--- src/rtl/uart_rx_os.sv ---
// 16x-oversampling UART receiver with a valid/ready output holding register.
// Define UART_RX_MAJORITY_EN for 2-of-3 majority voting on every bit decision.
module uart_rx_os #(
    parameter int unsigned DATA_BITS  = 8,
    parameter int unsigned OVERSAMPLE = 16
) (
    input  logic                 clk,
    input  logic                 rst,
    input  logic                 os_clk,
    input  logic                 rx,
    input  logic                 rx_ready,
    output logic [DATA_BITS-1:0] rx_data,
    output logic                 rx_valid,
    output logic                 frame_err,
    output logic                 overrun,
    output logic                 busy
);

    localparam int unsigned CW = $clog2(OVERSAMPLE);
    localparam int unsigned IW = (DATA_BITS > 1) ? $clog2(DATA_BITS) : 1;
    localparam logic [CW-1:0] K_START  = CW'(OVERSAMPLE / 2 - 1);
    localparam logic [CW-1:0] K_BIT    = CW'(OVERSAMPLE - 1);
    localparam logic [IW-1:0] LAST_BIT = IW'(DATA_BITS - 1);

    typedef enum logic [1:0] {StIdle, StStart, StData, StStop} state_t;

    logic [1:0]           r_rx_sync;
    logic [1:0]           r_os_sync;
    logic                 r_os_hist;
    logic                 r_tick;
    logic                 w_rx_s;
    logic                 w_sample;
    state_t               r_state;
    logic [CW-1:0]        r_cnt;
    logic [IW-1:0]        r_bit_idx;
    logic [DATA_BITS-1:0] r_shift;
    logic                 r_done;
    logic                 r_ferr_p;

    // os_clk is treated as data: synchronise, then register its rising edge as a tick.
    always_ff @(posedge clk or negedge rst) begin
        if (!rst) begin
            r_rx_sync <= 2'b11;
            r_os_sync <= 2'b11;
            r_os_hist <= 1'b1;
            r_tick    <= 1'b0;
        end else begin
            r_rx_sync <= {r_rx_sync[0], rx};
            r_os_sync <= {r_os_sync[0], os_clk};
            r_os_hist <= r_os_sync[1];
            r_tick    <= r_os_sync[1] & ~r_os_hist;
        end
    end

    assign w_rx_s = r_rx_sync[1];

`ifdef UART_RX_MAJORITY_EN
    localparam logic [CW-1:0] K_START_M1 = CW'(OVERSAMPLE / 2 - 2);
    localparam logic [CW-1:0] K_START_M2 = CW'(OVERSAMPLE / 2 - 3);
    localparam logic [CW-1:0] K_BIT_M1   = CW'(OVERSAMPLE - 2);
    localparam logic [CW-1:0] K_BIT_M2   = CW'(OVERSAMPLE - 3);

    logic [1:0]    r_smp;
    logic [CW-1:0] w_k_m1;
    logic [CW-1:0] w_k_m2;

    assign w_k_m1 = (r_state == StStart) ? K_START_M1 : K_BIT_M1;
    assign w_k_m2 = (r_state == StStart) ? K_START_M2 : K_BIT_M2;

    // Capture the two samples preceding each decision point.
    always_ff @(posedge clk or negedge rst) begin
        if (!rst) begin
            r_smp <= 2'b11;
        end else if (r_tick) begin
            if (r_cnt == w_k_m2) r_smp[0] <= w_rx_s;
            if (r_cnt == w_k_m1) r_smp[1] <= w_rx_s;
        end
    end

    assign w_sample = (r_smp[0] & r_smp[1]) | (r_smp[0] & w_rx_s) | (r_smp[1] & w_rx_s);
`else
    assign w_sample = w_rx_s;
`endif

    always_ff @(posedge clk or negedge rst) begin
        if (!rst) begin
            r_state   <= StIdle;
            r_cnt     <= '0;
            r_bit_idx <= '0;
            r_shift   <= '0;
            r_done    <= 1'b0;
            r_ferr_p  <= 1'b0;
        end else begin
            r_done   <= 1'b0;
            r_ferr_p <= 1'b0;
            if (r_tick) begin
                case (r_state)
                    StIdle: begin
                        if (!w_rx_s) begin
                            r_state <= StStart;
                            r_cnt   <= '0;
                        end
                    end
                    StStart: begin
                        if (r_cnt == K_START) begin
                            r_cnt     <= '0;
                            r_bit_idx <= '0;
                            r_state   <= w_sample ? StIdle : StData;
                        end else begin
                            r_cnt <= r_cnt + 1'b1;
                        end
                    end
                    StData: begin
                        if (r_cnt == K_BIT) begin
                            r_cnt   <= '0;
                            r_shift <= {w_sample, r_shift[DATA_BITS-1:1]};
                            if (r_bit_idx == LAST_BIT) begin
                                r_state <= StStop;
                            end else begin
                                r_bit_idx <= r_bit_idx + 1'b1;
                            end
                        end else begin
                            r_cnt <= r_cnt + 1'b1;
                        end
                    end
                    StStop: begin
                        // Leave at mid stop bit so a back-to-back start edge is not missed.
                        if (r_cnt == K_BIT) begin
                            r_cnt   <= '0;
                            r_state <= StIdle;
                            if (w_sample) begin
                                r_done <= 1'b1;
                            end else begin
                                r_ferr_p <= 1'b1;
                            end
                        end else begin
                            r_cnt <= r_cnt + 1'b1;
                        end
                    end
                    default: r_state <= StIdle;
                endcase
            end
        end
    end

    always_ff @(posedge clk or negedge rst) begin
        if (!rst) begin
            rx_data   <= '0;
            rx_valid  <= 1'b0;
            frame_err <= 1'b0;
            overrun   <= 1'b0;
        end else begin
            frame_err <= r_ferr_p;
            overrun   <= 1'b0;
            if (r_done) begin
                rx_data  <= r_shift;
                rx_valid <= 1'b1;
                overrun  <= rx_valid & ~rx_ready;
            end else if (rx_valid && rx_ready) begin
                rx_valid <= 1'b0;
            end
        end
    end

    assign busy = (r_state != StIdle);

endmodule

--- config.mk ---
export PLATFORM = sky130hd
export DESIGN_NAME = uart_rx_os
export DESIGN_NICKNAME = d
export VERILOG_FILES = /design/src/rtl/uart_rx_os.sv
export SDC_FILE = /design/constraint.sdc
export NUM_CORES = 1
export LEC_CHECK = 0
export CORE_MARGIN = 2
export CORE_UTILIZATION = 50
export CTS_CLUSTER_DIAMETER = 40
export DETAILED_ROUTE_END_ITERATION = 7
export GPL_TIMING_DRIVEN = 0
export PLACE_DENSITY = 0.77
export SLEW_MARGIN = 25
export SYNTH_ARGS = -nofsm -noshare
export SYNTH_HDL_FRONTEND = slang
export SYNTH_SLANG_ARGS = --single-unit
export TNS_END_PERCENT = 1
--- constraint.sdc ---
create_clock -name clk -period 1.8 [get_ports clk]
set_input_delay 0.36 -clock clk [delete_from_list [all_inputs] [get_ports clk]]
set_output_delay 0.36 -clock clk [all_outputs]
set_load 0.1 [all_outputs]
==> results.md, run 1 <==
- Filler cells: 232
- Drt first-iter violations: 22
- Gr ovfl total: 0
- Synthesized area per cell: 14.12 µm²
- Worst Path Max Fanout: 3
- Largest net degree at the start of global routing: 33
- # DRC: 1
- CP required: 2.02 ns
- Antenna viol nets, final: 0
- P&R area growth vs syn: 24.25%
- Multi-input gate area: 533.0 µm²
- Number of global-route vias before repair: 933
- Clock Sinks: 36
- FMAX: 568.4 MHz
- CP Capture Type: flop
- VDD IR-drop max: 0.7974 mV
- Pwr Total: 0.002124 W
- Pins over their slew limit: 0
- Tcrit/Tclk final: 97.74%
- Commonest cells after routing, fill and taps aside: dfrtp_1 (31), mux2_2 (17), clkdlybuf4s15_2 (11)
- Post-Route WL: 2350 µm
- HPWL Detailed: 1647 µm
- Final min period: 1.759 ns
- Failing checks: design-rule violations
- Post-synthesis sequential area ratio: 60.62%
- Number of instances in the placed design: 154
- Worst-path clk slew: 0.10 ns
- Routed len/inst: 14.33 µm
- Non-filler cells, final: 164
- Static Leak: 0.8764 nW
- First-pass GRT wire length: 4133 µm
- WP data arrival: 1.98 ns
- Core Footprint: 2805 µm²
- Register area: 907.1 µm²
- GRT Total Usage: 16.33%
- Die ar.: 3446 µm²
- Post-synthesis instance total: 106
- Die width: 58.71 µm
- Startpoint Class: flop
- Ys Warns: 0
- Die H: 58.71 µm
- Routed vias: 906
- WS Path Type: flop to flop
- Clock buffer depth: 2
- Worst-margin pin slew: 0.5386 ns
- 1st-pass router iterations: 6
- Root Buffer: clkbuf_4
- H-tree Lvls: 2
- Clk_lat worst skew: 0.33 ns
- Slew HR: 63.58%
- Top_reg_cell synth: dfrtp_1
- TritonCTS clock tree: yes
- Type of the worst min-delay path: flop to flop
- Share of layout cells above drive strength 1: 40.60%
- I/O pin total: 17
- Most common cell after layout, fill and taps aside: dfrtp_1
- Yosys reg bits: 36
- RSZ-0062 raised after global routing: true
- Max Cap Viol: 0
- Post-Route Skew: 0.01069 ns
- Num CTS Buffers: 5
- Setup violators final: 0
- Fin nets: 140
- Status: complete, but fails checks
- Diodes inserted: 0
- Initial antenna violation count: 0
- Initial Utilization: 53.35%
- DR vias/cell: 5.524
- Syn Nets: 114
- Post-synth EDFFs: 0
- Global placement routability congestion: 0.8271
- # rows: 19
- Post-synthesis cell area: 1496 µm²
- Cell Pwr Density: 1142 nW/µm²
- Final hold vios: 0
- Port bufs: 16
- Post-synthesis cell type count: 36
- Async SR Flop Fraction: 100.0%
layout make-up:
cell class | count | area share (%)
Sequential cell | 36 | 48.79
Multi-Input combinational cell | 60 | 28.67
Timing Repair Buffer | 19 | 12.05
Clock buffer | 7 | 3.499
Buffer | 7 | 2.692
Tap cell | 31 | 2.086
Clock inverter | 1 | 1.615
Inverter | 3 | 0.6057
where the power goes:
group / internal (W) / leakage [nW] / switching, W
logic: 0.000240 / 0.353 / 0.000339
registers: 0.000880 / 0.472 / 0.0000429
clock network: 0.000369 / 0.0515 / 0.000253
synthesized netlist by cell type, drive strengths merged (2+ instances only):
master / n / share of area (%)
inv: 3 / 0.75
a22o: 3 / 1.8
nor3b: 3 / 2.3
xor2: 2 / 1.2
mux2: 17 / 13
a21oi: 3 / 1.0
nand2: 5 / 1.3
buf: 6 / 2.9
ha: 3 / 2.5
dfstp: 5 / 8.8
o21ai: 2 / 0.67
o31ai: 2 / 1.0
dfrtp: 31 / 52
nor3: 2 / 0.67
nand3b: 2 / 1.0
nand4: 2 / 1.8
timing repair:
item / 4_1_cts / 5_1_grt
hold buffers: 1 / 0
setup endpoints to repair: 20 / 10
pin swaps: 1 / 1
buffers inserted: 0 / 1
resized for setup: 42 / 2
hold endpoints to repair: 4 / 0
critical path, stage by stage (launching register included):
cell	delay, ns
dfrtp_1	0.40
ha_1	0.21
ha_1	0.22
nor4bb_1	0.30
o2111ai_1	0.21
mux2_2	0.31
routing by layer:
metal	up-vias	GRT usage (%)	wire (µm)
li1	434	-	-
met1	454	20.38	1078
met4	0	8.766	32
met2	14	25.52	1144
met5	-	0	0
met3	4	5.055	95
final timing paths:
kind	end	cells past startpoint	slack, ns	start
worst max-delay path	r_bit_idx[0]	5	0.04	r_bit_idx[0]
worst min-delay path	frame_err	0	0.36	r_ferr_p
worst max register to register	r_bit_idx[0]	5	0.04	r_bit_idx[0]
worst min register to register	frame_err	0	0.36	r_ferr_p
max in group asynchronous	r_os_sync[0]	3	0.97	rst
min in group asynchronous	r_cnt[2]	2	0.37	rst
stage by stage:
| stage | util (%) | hold WS [ns] | TNS [ns] | area [µm²] | worst slack (ns) |
|---|---|---|---|---|---|
| 3_3_place_gp | 60.44 | 0.3334 | -9.882 | 1695 | -0.4220 |
| 2_1_floorplan | - | 0.06441 | 0 | 1496 | 0.1849 |
| 5_1_grt | 66.28 | 0.3692 | -0.05207 | 1859 | -0.05207 |
| 4_1_cts | 65.48 | 0.3605 | -0.07522 | 1837 | -0.01983 |
| 3_5_place_dp | 60.97 | 0.1937 | -0.8208 | 1710 | -0.4508 |
| 6_report | 66.28 | 0.3568 | 0 | 1859 | 0.04072 |
registers in the layout, indices dropped and copies added, names as in the netlist, named ones only:
signal     cells
r_cnt          4
rx_valid       1
r_os_sync      2
r_ferr_p       1
r_tick         1
r_state        1
r_done         1
r_rx_sync      2
rx_data        8
frame_err      1
r_shift        8
r_os_hist      1
r_bit_idx      3
overrun        1
cell families (layout without fill, tap and decap cells):
kind of cell / after synthesis / count (layout) / synth area share (%)
buffers and inverters: 10 / 37 / 3.929
and+or+nand+nor: 21 / 21 / 10.45
muxes: 18 / 18 / 13.46
adders and majority gates: 3 / 3 / 2.509
AOI/OAI and AO/OA: 16 / 16 / 7.859
DFF: 36 / 36 / 60.62
xor gates and xnor gates: 2 / 2 / 1.171
Note: power is estimated with default switching activity, not from simulation.
==> run 2: changes to the inputs <==
--- a/config.mk
+++ b/config.mk
@@ -5,12 +5,14 @@
 export SDC_FILE = /design/constraint.sdc
 export NUM_CORES = 1
 export LEC_CHECK = 0
+export CELL_PAD_IN_SITES_DETAIL_PLACEMENT = 1
+export CELL_PAD_IN_SITES_GLOBAL_PLACEMENT = 2
 export CORE_MARGIN = 2
-export CORE_UTILIZATION = 50
+export CORE_UTILIZATION = 38
 export CTS_CLUSTER_DIAMETER = 40
 export DETAILED_ROUTE_END_ITERATION = 7
 export GPL_TIMING_DRIVEN = 0
-export PLACE_DENSITY = 0.77
+export PLACE_DENSITY = 0.82
 export SLEW_MARGIN = 25
 export SYNTH_ARGS = -nofsm -noshare
 export SYNTH_HDL_FRONTEND = slang
==> run 2 against run 1 <==
The flow finishes with violations (negative hold slack); cell count is 9.8% higher; die area up 29%; register-to-register slack improved by 0.03 ns; routed wire length up 21%; via count increased by 0.22%; sequential power up 0.4%; clock power grew 0.8%; setup slack better by 0.032 ns; final area is 1.3% higher; utilization decreased by 16 points; maximum frequency up 1.9%; hold slack got worse by 0.36 ns; critical path type unchanged; largest power group unchanged; highest routed layer unchanged.
==> results.md, run 2 (same netlist as run 1, synthesis figures left out) <==
- Post-Route WL: 2842 µm
- DR vias/cell: 5.044
- Post-Route Skew: 0.01188 ns
- Initial antenna violation count: 0
- GRT Total Usage: 15.66%
- Pins over their slew limit: 0
- Pre-CTS setup slack: -0.4448 ns
- TritonCTS clock tree: yes
- Global placement routability congestion: 0.7363
- Largest regs: r_shift x8, rx_data x8, r_cnt x4
- Clk_lat worst skew: 0.29 ns
- Pint: 0.001471 W
- Clock Sinks: 36
- Slew HR: 58.67%
- Crit path cell chain: ha_1 > buf_6 > nand4_4 > nor3b_4 > buf_12 > mux2_2
- Switching share of total power: 31.64%
- Crit-path max cell delay: 0.41 ns
- Gr ovfl total: 0
- Share of layout cells above drive strength 1: 40.91%
- Diodes inserted: 0
- Die H: 66.76 µm
- Number of global-route vias before repair: 1,007
- Antenna viol nets, final: 0
- Part of the power in combinational logic: 27.8%
- Die width: 66.76 µm
- CP Capture Type: flop
- FMAX: 579.0 MHz
- Buf/Inv on CP: 2
- Multi-input gate area: 539.3 µm²
- WS Path Type: flop to flop
- Setup violators final: 0
- Clock group share of total power: 29.1%
- P&R area growth vs syn: 25.92%
- Psw: 0.0006806 W
- Clock buffer depth: 2
- Static Leak: 0.8764 nW
- Routed vias: 908
- Status: complete, but fails checks
- Max Cap Viol: 0
- WP data arrival: 1.90 ns
- Initial Utilization: 40.27%
- Filler cells: 395
- Register area: 907.1 µm²
- Root Buffer: clkbuf_8
- Worst hold margin: -0.001304 ns
- H-tree Lvls: 2
- VDD IR-drop max: 0.5227 mV
- Cts hold-fix bufs: 0
- Seq pwr share: 43.1%
- I/O pin total: 17
- Worst-margin pin slew: 0.6200 ns
- Setup tns final: 0 ns
- 1st-pass router iterations: 2
- Die ar.: 4456 µm²
- Worst-path clk slew: 0.08 ns
- Type of the worst min-delay path: input port to asynchronous set/reset pin
- Tcrit/Tclk final: 95.96%
- Port bufs: 16
- CP required: 1.97 ns
- Worst Path Max Fanout: 8
- Largest net degree at the start of global routing: 20
- First-pass GRT wire length: 4905 µm
- HPWL Detailed: 2046 µm
- Failing checks: negative hold slack
- Core Footprint: 3716 µm²
- # DRC: 0
- Crit-path slowest cell: dfrtp_1
- RSZ-0062 raised after global routing: true
- Crit path max-delay family: flip-flops
- # rows: 22
- Num CTS Buffers: 5
- Drt first-iter violations: 65
- Startpoint Class: flop
- Final hold vios: 1
- Cell Pwr Density: 1142 nW/µm²
- Routed len/inst: 15.79 µm
- Final worst setup slack: 0.07275 ns
- Final min period: 1.727 ns
- Most common cell after layout, fill and taps aside: dfrtp_1
- Commonest cells after routing, fill and taps aside: dfrtp_1 (31), mux2_2 (17), clkdlybuf4s15_2 (10), clkbuf_8 (7)
- Fin nets: 139
[run 2: final timing paths]
kind | end | slack, ns | startpoint | depth (start not counted)
setup reg to reg | r_shift[5] | 0.07 | r_cnt[0] | 6
hold / removal | r_cnt[3] | -0.001 | rst | 1
setup / recovery | r_shift[5] | 0.07 | r_cnt[0] | 6
max in group asynchronous | r_shift[3] | 1.35 | rst | 2
hold reg to reg | r_rx_sync[1] | 0.36 | r_rx_sync[0] | 0
min in group clk | r_rx_sync[1] | 0.36 | r_rx_sync[0] | 0
[run 2: timing repair]
| action | CTS | global route |
|---|---|---|
| hold endpoints to repair | 0 | 0 |
| gates resized for setup | 39 | 5 |
| endpoints found under the setup margin | 20 | 13 |
| setup buffers | 0 | 1 |
| pin swaps | 1 | 1 |
[run 2: power by group through the flow]
stage	clock network, W	logic, W	registers [W]
after detailed placement	0	0.000570	0.000940
after floorplan	0	0.000436	0.000926
after CTS	0.000648	0.000576	0.000925
final	0.000627	0.000598	0.000927
after global routing	0.000679	0.000659	0.000934
after global placement	0	0.000531	0.000935
[run 2: cell type report]
type                    count  share of cell area (%)
flip-flops and latches     36                   48.14
well taps                  48                   3.187
clock buffers               8                   5.312
inverters                   3                  0.5976
multi-input cells          60                   28.62
repair buffers             18                   11.42
plain buffers               7                   2.722
[run 2: through the flow]
| stage | utilization, % | power [W] | instances | cell area (µm²) |
|---|---|---|---|---|
| CTS | 49.87 | 0.002149 | 179 | 1853 |
| detailed placement | 46.80 | 0.001510 | 171 | 1739 |
| global placement | 46.20 | 0.001467 | 170 | 1717 |
| global route | 50.71 | 0.002271 | 180 | 1884 |
| floorplan | - | 0.001362 | 106 | 1496 |
| finish | 50.71 | 0.002151 | 180 | 1884 |
[run 2: routing by layer]
metal / routed length (µm) / part of all wire, % / track usage [%]
met2: 1417 / 50 / 25.75
met3: 108 / 3.8 / 4.730
met5: 0 / 0 / 0
met1: 1241 / 44 / 18.23
met4: 74 / 2.6 / 8.418
